### src/rtl/clk2_monitor.sv
// clk2_monitor: synchronises po's clk2/rr into clk, measures clk2
// period/high time, flags clk2 loss and counts rr rising edges.
module clk2_monitor #(
  parameter int CNT_W   = 16,
  parameter int TIMEOUT = 1000
) (
  input  logic             clk,
  input  logic             rst,
  input  logic             enable,
  input  logic             clk2,
  input  logic             rr,
  input  logic             rr_count_clr,
  output logic [CNT_W-1:0] period,
  output logic [CNT_W-1:0] high_time,
  output logic             meas_valid,
  output logic             lost,
  output logic [CNT_W-1:0] rr_count
);

  typedef enum logic [1:0] {
    IDLE,
    ARM,
    MEAS
  } state_t;

  localparam logic [CNT_W-1:0] TMO = CNT_W'(TIMEOUT);
  localparam logic [CNT_W-1:0] ONE = CNT_W'(1);
  localparam logic [CNT_W-1:0] SAT = '1;

  state_t state, state_nx;

  logic c2_s1, c2_s2, c2_s3;
  logic rr_s1, rr_s2, rr_s3;
  logic c2_rise, rr_rise, tmo;

  logic [CNT_W-1:0] cnt, cnt_nx;
  logic [CNT_W-1:0] hi, hi_nx;
  logic [CNT_W-1:0] period_nx, high_nx, rr_nx;
  logic             lost_nx, valid_nx;

  assign c2_rise = c2_s2 & ~c2_s3;
  assign rr_rise = rr_s2 & ~rr_s3;
  assign tmo     = (cnt == TMO);

  always_ff @(posedge clk) begin
    if (rst) begin
      c2_s1 <= 1'b0;
      c2_s2 <= 1'b0;
      c2_s3 <= 1'b0;
      rr_s1 <= 1'b0;
      rr_s2 <= 1'b0;
      rr_s3 <= 1'b0;
    end else begin
      c2_s1 <= clk2;
      c2_s2 <= c2_s1;
      c2_s3 <= c2_s2;
      rr_s1 <= rr;
      rr_s2 <= rr_s1;
      rr_s3 <= rr_s2;
    end
  end

  always_ff @(posedge clk) begin
    if (rst) begin
      state      <= IDLE;
      cnt        <= '0;
      hi         <= '0;
      period     <= '0;
      high_time  <= '0;
      meas_valid <= 1'b0;
      lost       <= 1'b0;
      rr_count   <= '0;
    end else begin
      state      <= state_nx;
      cnt        <= cnt_nx;
      hi         <= hi_nx;
      period     <= period_nx;
      high_time  <= high_nx;
      meas_valid <= valid_nx;
      lost       <= lost_nx;
      rr_count   <= rr_nx;
    end
  end

  always_comb begin
    state_nx  = state;
    cnt_nx    = cnt;
    hi_nx     = hi;
    period_nx = period;
    high_nx   = high_time;
    lost_nx   = lost;
    valid_nx  = 1'b0;
    if (!enable) begin
      // a pending measurement is dropped, never reported
      state_nx = IDLE;
      cnt_nx   = '0;
      hi_nx    = '0;
      lost_nx  = 1'b0;
    end else begin
      unique case (state)
        IDLE: begin
          state_nx = ARM;
          cnt_nx   = '0;
          hi_nx    = '0;
        end
        ARM: begin
          if (c2_rise) begin
            state_nx = MEAS;
            cnt_nx   = ONE;
            hi_nx    = ONE;
          end else if (tmo) begin
            lost_nx = 1'b1;
            cnt_nx  = '0;
          end else begin
            cnt_nx = cnt + ONE;
          end
        end
        MEAS: begin
          if (c2_rise) begin
            period_nx = cnt;
            high_nx   = hi;
            valid_nx  = 1'b1;
            lost_nx   = 1'b0;
            cnt_nx    = ONE;
            hi_nx     = ONE;
          end else if (tmo) begin
            state_nx = ARM;
            lost_nx  = 1'b1;
            cnt_nx   = '0;
            hi_nx    = '0;
          end else begin
            cnt_nx = cnt + ONE;
            hi_nx  = hi + CNT_W'(c2_s2);
          end
        end
        default: begin
          state_nx = IDLE;
        end
      endcase
    end
  end

  // clear wins over count, but a coincident edge is not lost
  always_comb begin
    rr_nx = rr_count;
    if (rr_count_clr) begin
      rr_nx = (enable && rr_rise) ? ONE : '0;
    end else if (enable && rr_rise && rr_count != SAT) begin
      rr_nx = rr_count + ONE;
    end
  end

endmodule

### config.mk
export PLATFORM = sky130hd
export DESIGN_NAME = clk2_monitor
export DESIGN_NICKNAME = d
export VERILOG_FILES = /design/src/rtl/clk2_monitor.sv
export SDC_FILE = /design/constraint.sdc
export NUM_CORES = 1
export LEC_CHECK = 0
export ABC_AREA = 1
export CAP_MARGIN = 10
export CORE_AREA = 10 10 105 107
export DETAILED_ROUTE_END_ITERATION = 8
export DIE_AREA = 0 0 115 117
export PLACE_DENSITY_LB_ADDON = 0.25
export SETUP_SLACK_MARGIN = 0.3
export SLEW_MARGIN = 25
export SYNTH_ARGS = -nofsm -noshare
export SYNTH_HDL_FRONTEND = slang
export SYNTH_SLANG_ARGS = --single-unit
### constraint.sdc
create_clock -name clk -period 1.7 [get_ports clk]
set_input_delay 0.17 -clock clk [delete_from_list [all_inputs] [get_ports clk]]
set_output_delay 0.17 -clock clk [all_outputs]
set_load 0.02 [all_outputs]
==> qor.txt <==
Vias in the first global route -> 4,184
Overall power -> 4.02 mW
Fillers -> 706
Share of cells above drive strength 1 -> 0.335
Hold-fix buffers, CTS -> 0
Die ar. -> 13,500 um2
IO Port Bufs -> 55
HP Class -> in -> reg
Core Region -> 9020 um2
Total CTS buffers -> 9
Maximum vdd drop -> 0.352 mV
Post-DRT Antenna Nets -> 0
Flop pwr share -> 0.527
Antenna violations before repair -> 0
Lkg Pwr -> 2.63 nW
Hold_ws -> 0.314 ns
I/O pins -> 56
Final setup viols -> 0
Logic pwr share -> 0.086
Fmax -> 0.662 GHz
Register area -> 1860 um2
Drc violations -> 0
Vias -> 4,468
Slowest library cell on the worst path -> dfxtp_4
Max cap viols -> 0
Area grow syn2layout -> 45.4%
Post-synth ARST share -> 0
Syn Inst Count -> 627
Arrival @ worst endpoint -> 1.81 ns
Clk pwr share -> 0.387
Post-synth EDFFs -> 0
Gpl congestion -> 0.906
Tcrit/Tclk final -> 0.889
DR iter-0 viols -> 359
Remaining global-route overflow -> 0
RSZ-0062 raised after global routing -> true
Switching power total -> 1.03 mW
H-Tree Depth -> 3
Count leader, synth -> nand2_1
First-pass GRT wire length -> 19.9 mm
Drt first pass iters -> 5
Pint -> 2.99 mW
Switch share -> 0.257
Syn Nets -> 643
CP bufs+invs -> 3
Post-DP HPWL -> 8.09 mm
N_diodes -> 0
Setup TNS -> 0 ns
Routed WL per cell -> 15.1 um
Worst-path cell chain -> inv_4, ha_4, inv_4, nor2_4, nand3_2, nand2_2, nand2_2, buf_8, nor3_2
Final Skew -> 0.0173 ns
Synth top cells by count -> nand2_1, nor2_1, dfxtp_1
Status -> completed
Root Buffer -> clkbuf_8
Worst skew pair latency -> 0.38 ns
Final Hold Violating Endpoints -> 0
Library cells used by synthesis -> 32
Crit-path max cell delay -> 0.41 ns
CP Capture Type -> flop
Starting Density -> 0.480
Kind of cell adding the most delay to the critical path -> simple AND/OR/NAND/NOR gates
Sequential fraction of the synthesis area -> 0.416
Vias/cell -> 5.25
Data required, critical path -> 2.00 ns
Synth Cell Area -> 4330 um2
CTS max path bufs -> 2
CTS tree -> done
Clk slew on worst S/H paths -> 0.09 ns
CP Launch Type -> flop
Die Y -> 117 um
Nets -> 751
Main flop type after synthesis -> dfxtp_1
Yosys top cell area share -> 0.416
Slew @ Worst Pin -> 0.378 ns
Slew headroom -> 0.747
Slew Viols, Final -> 0
Area of the multi-input gates -> 2690 um2
Post-Route WL -> 12.9 mm
Placement Rows -> 35
Worst-path fanout max -> 7
#FFs+latches synth -> 90
GRT Total Usage -> 0.179
CTS sink count -> 90
Final period demand of the worst path -> 1.51 ns
Synthesized area per cell -> 6.91 um2
Pwr per Cell Area -> 638 nW/um2
WS Path Type -> reg -> reg
Leading area contributor after synthesis -> dfxtp_1
Synth top area cells -> dfxtp_1, nand2_1, nor2_1, nand3_1, inv_1
Synthesis Warnings -> 0
Die width -> 115 um
Largest net degree at the start of global routing -> 24
[what timing repair did]
action	in CTS	in global routing
setup endpoints to repair	129	81
hold endpoints to repair	0	0
gates cloned	1	2
resized for setup	121	121
buffers inserted	16	14
pin swaps	30	39
[path summary, 6_finish.rpt]
path,from,to,slack (ns),cells past startpoint
setup / recovery,state[0],hi[1],0.19,9
hold / removal,clk2,c2_s1,0.31,3
setup reg to reg,state[0],hi[1],0.19,9
hold reg to reg,c2_s1,c2_s2,0.40,2
[metrics by stage]
| stage | setup slack [ns] | std cells | area, um2 | utilization |
|---|---|---|---|---|
| 5_1_grt | 0.125 | 851 | 6300 | 0.698 |
| 3_5_place_dp | 0.112 | 802 | 5220 | 0.578 |
| 4_1_cts | 0.240 | 835 | 5740 | 0.636 |
| 6_report | 0.189 | 851 | 6300 | 0.698 |
| 3_3_place_gp | 0.150 | 802 | 5220 | 0.578 |
| 2_1_floorplan | 0.297 | 627 | 4400 | - |
[power by group through the flow]
stage	Combinational (mW)	Clock [mW]	Sequential, mW
floorplan	0.143	0	2.17
global placement	0.224	0	2.17
detailed placement	0.227	0	2.17
CTS	0.279	1.58	2.13
global route	0.370	1.69	2.12
finish	0.345	1.56	2.12
[cells in the final DEF, fill, tap and decap left out, types with 3 or more instances in the layout]
| master | instances |
|---|---|
| a21oi_1 | 39 |
| a21oi_2 | 9 |
| buf_4 | 45 |
| buf_6 | 12 |
| clkbuf_8 | 10 |
| clkdlybuf4s50_1 | 5 |
| dfxtp_1 | 59 |
| dfxtp_2 | 22 |
| dfxtp_4 | 9 |
| dlygate4sd2_1 | 50 |
| ha_4 | 7 |
| inv_1 | 60 |
| inv_2 | 10 |
| inv_4 | 6 |
| inv_6 | 3 |
| nand2_1 | 114 |
| nand2_2 | 22 |
| nand2_4 | 10 |
| nand3_1 | 51 |
| nand3_2 | 9 |
| nand3_4 | 3 |
| nand4_1 | 13 |
| nor2_1 | 70 |
| nor2_2 | 20 |
| nor2_4 | 18 |
| nor3_1 | 7 |
| nor3_2 | 7 |
| nor3_4 | 4 |
| o21ai_0 | 6 |
| o21ai_1 | 5 |
| o21ai_2 | 4 |
| xor2_1 | 3 |
[flip-flops by register name (all words and copies together), names as in the netlist, 2 cells and up]
signal     count
cnt           16
hi            16
high_time     16
period        16
rr_count      16
state          2
[per-layer routing]
metal / vias up / track usage / share of wire
met5: - / 0 / 0
met4: 0 / 0.0710 / 0.014
met3: 25 / 0.0520 / 0.070
met2: 131 / 0.291 / 0.49
met1: 2102 / 0.218 / 0.43
li1: 2210 / - / -
[worst min-delay path: cells and delay by family]
kind / cells / cell delay [ns]
buffers and inverters: 2 / 0.44
and+or+nand+nor: 1 / 0.03
[cell families after synthesis]
family / after synthesis / synth area share
and+or+nand+nor: 353 / 0.366
buffers and inverters: 98 / 0.0919
DFF: 90 / 0.416
AOI/OAI and AO/OA: 71 / 0.0872
adders and majority gates: 10 / 0.0289
xor gates and xnor gates: 5 / 0.0101
[layout make-up]
class,instances,area share
timing repair buffer,118,0.173
clock buffer,10,0.0218
sequential,90,0.296
clock inverter,6,0.0111
tap,111,0.0220
inverter,77,0.0491
multi-input combinational,439,0.427
No activity file was read; power rests on OpenSTA's default activity.
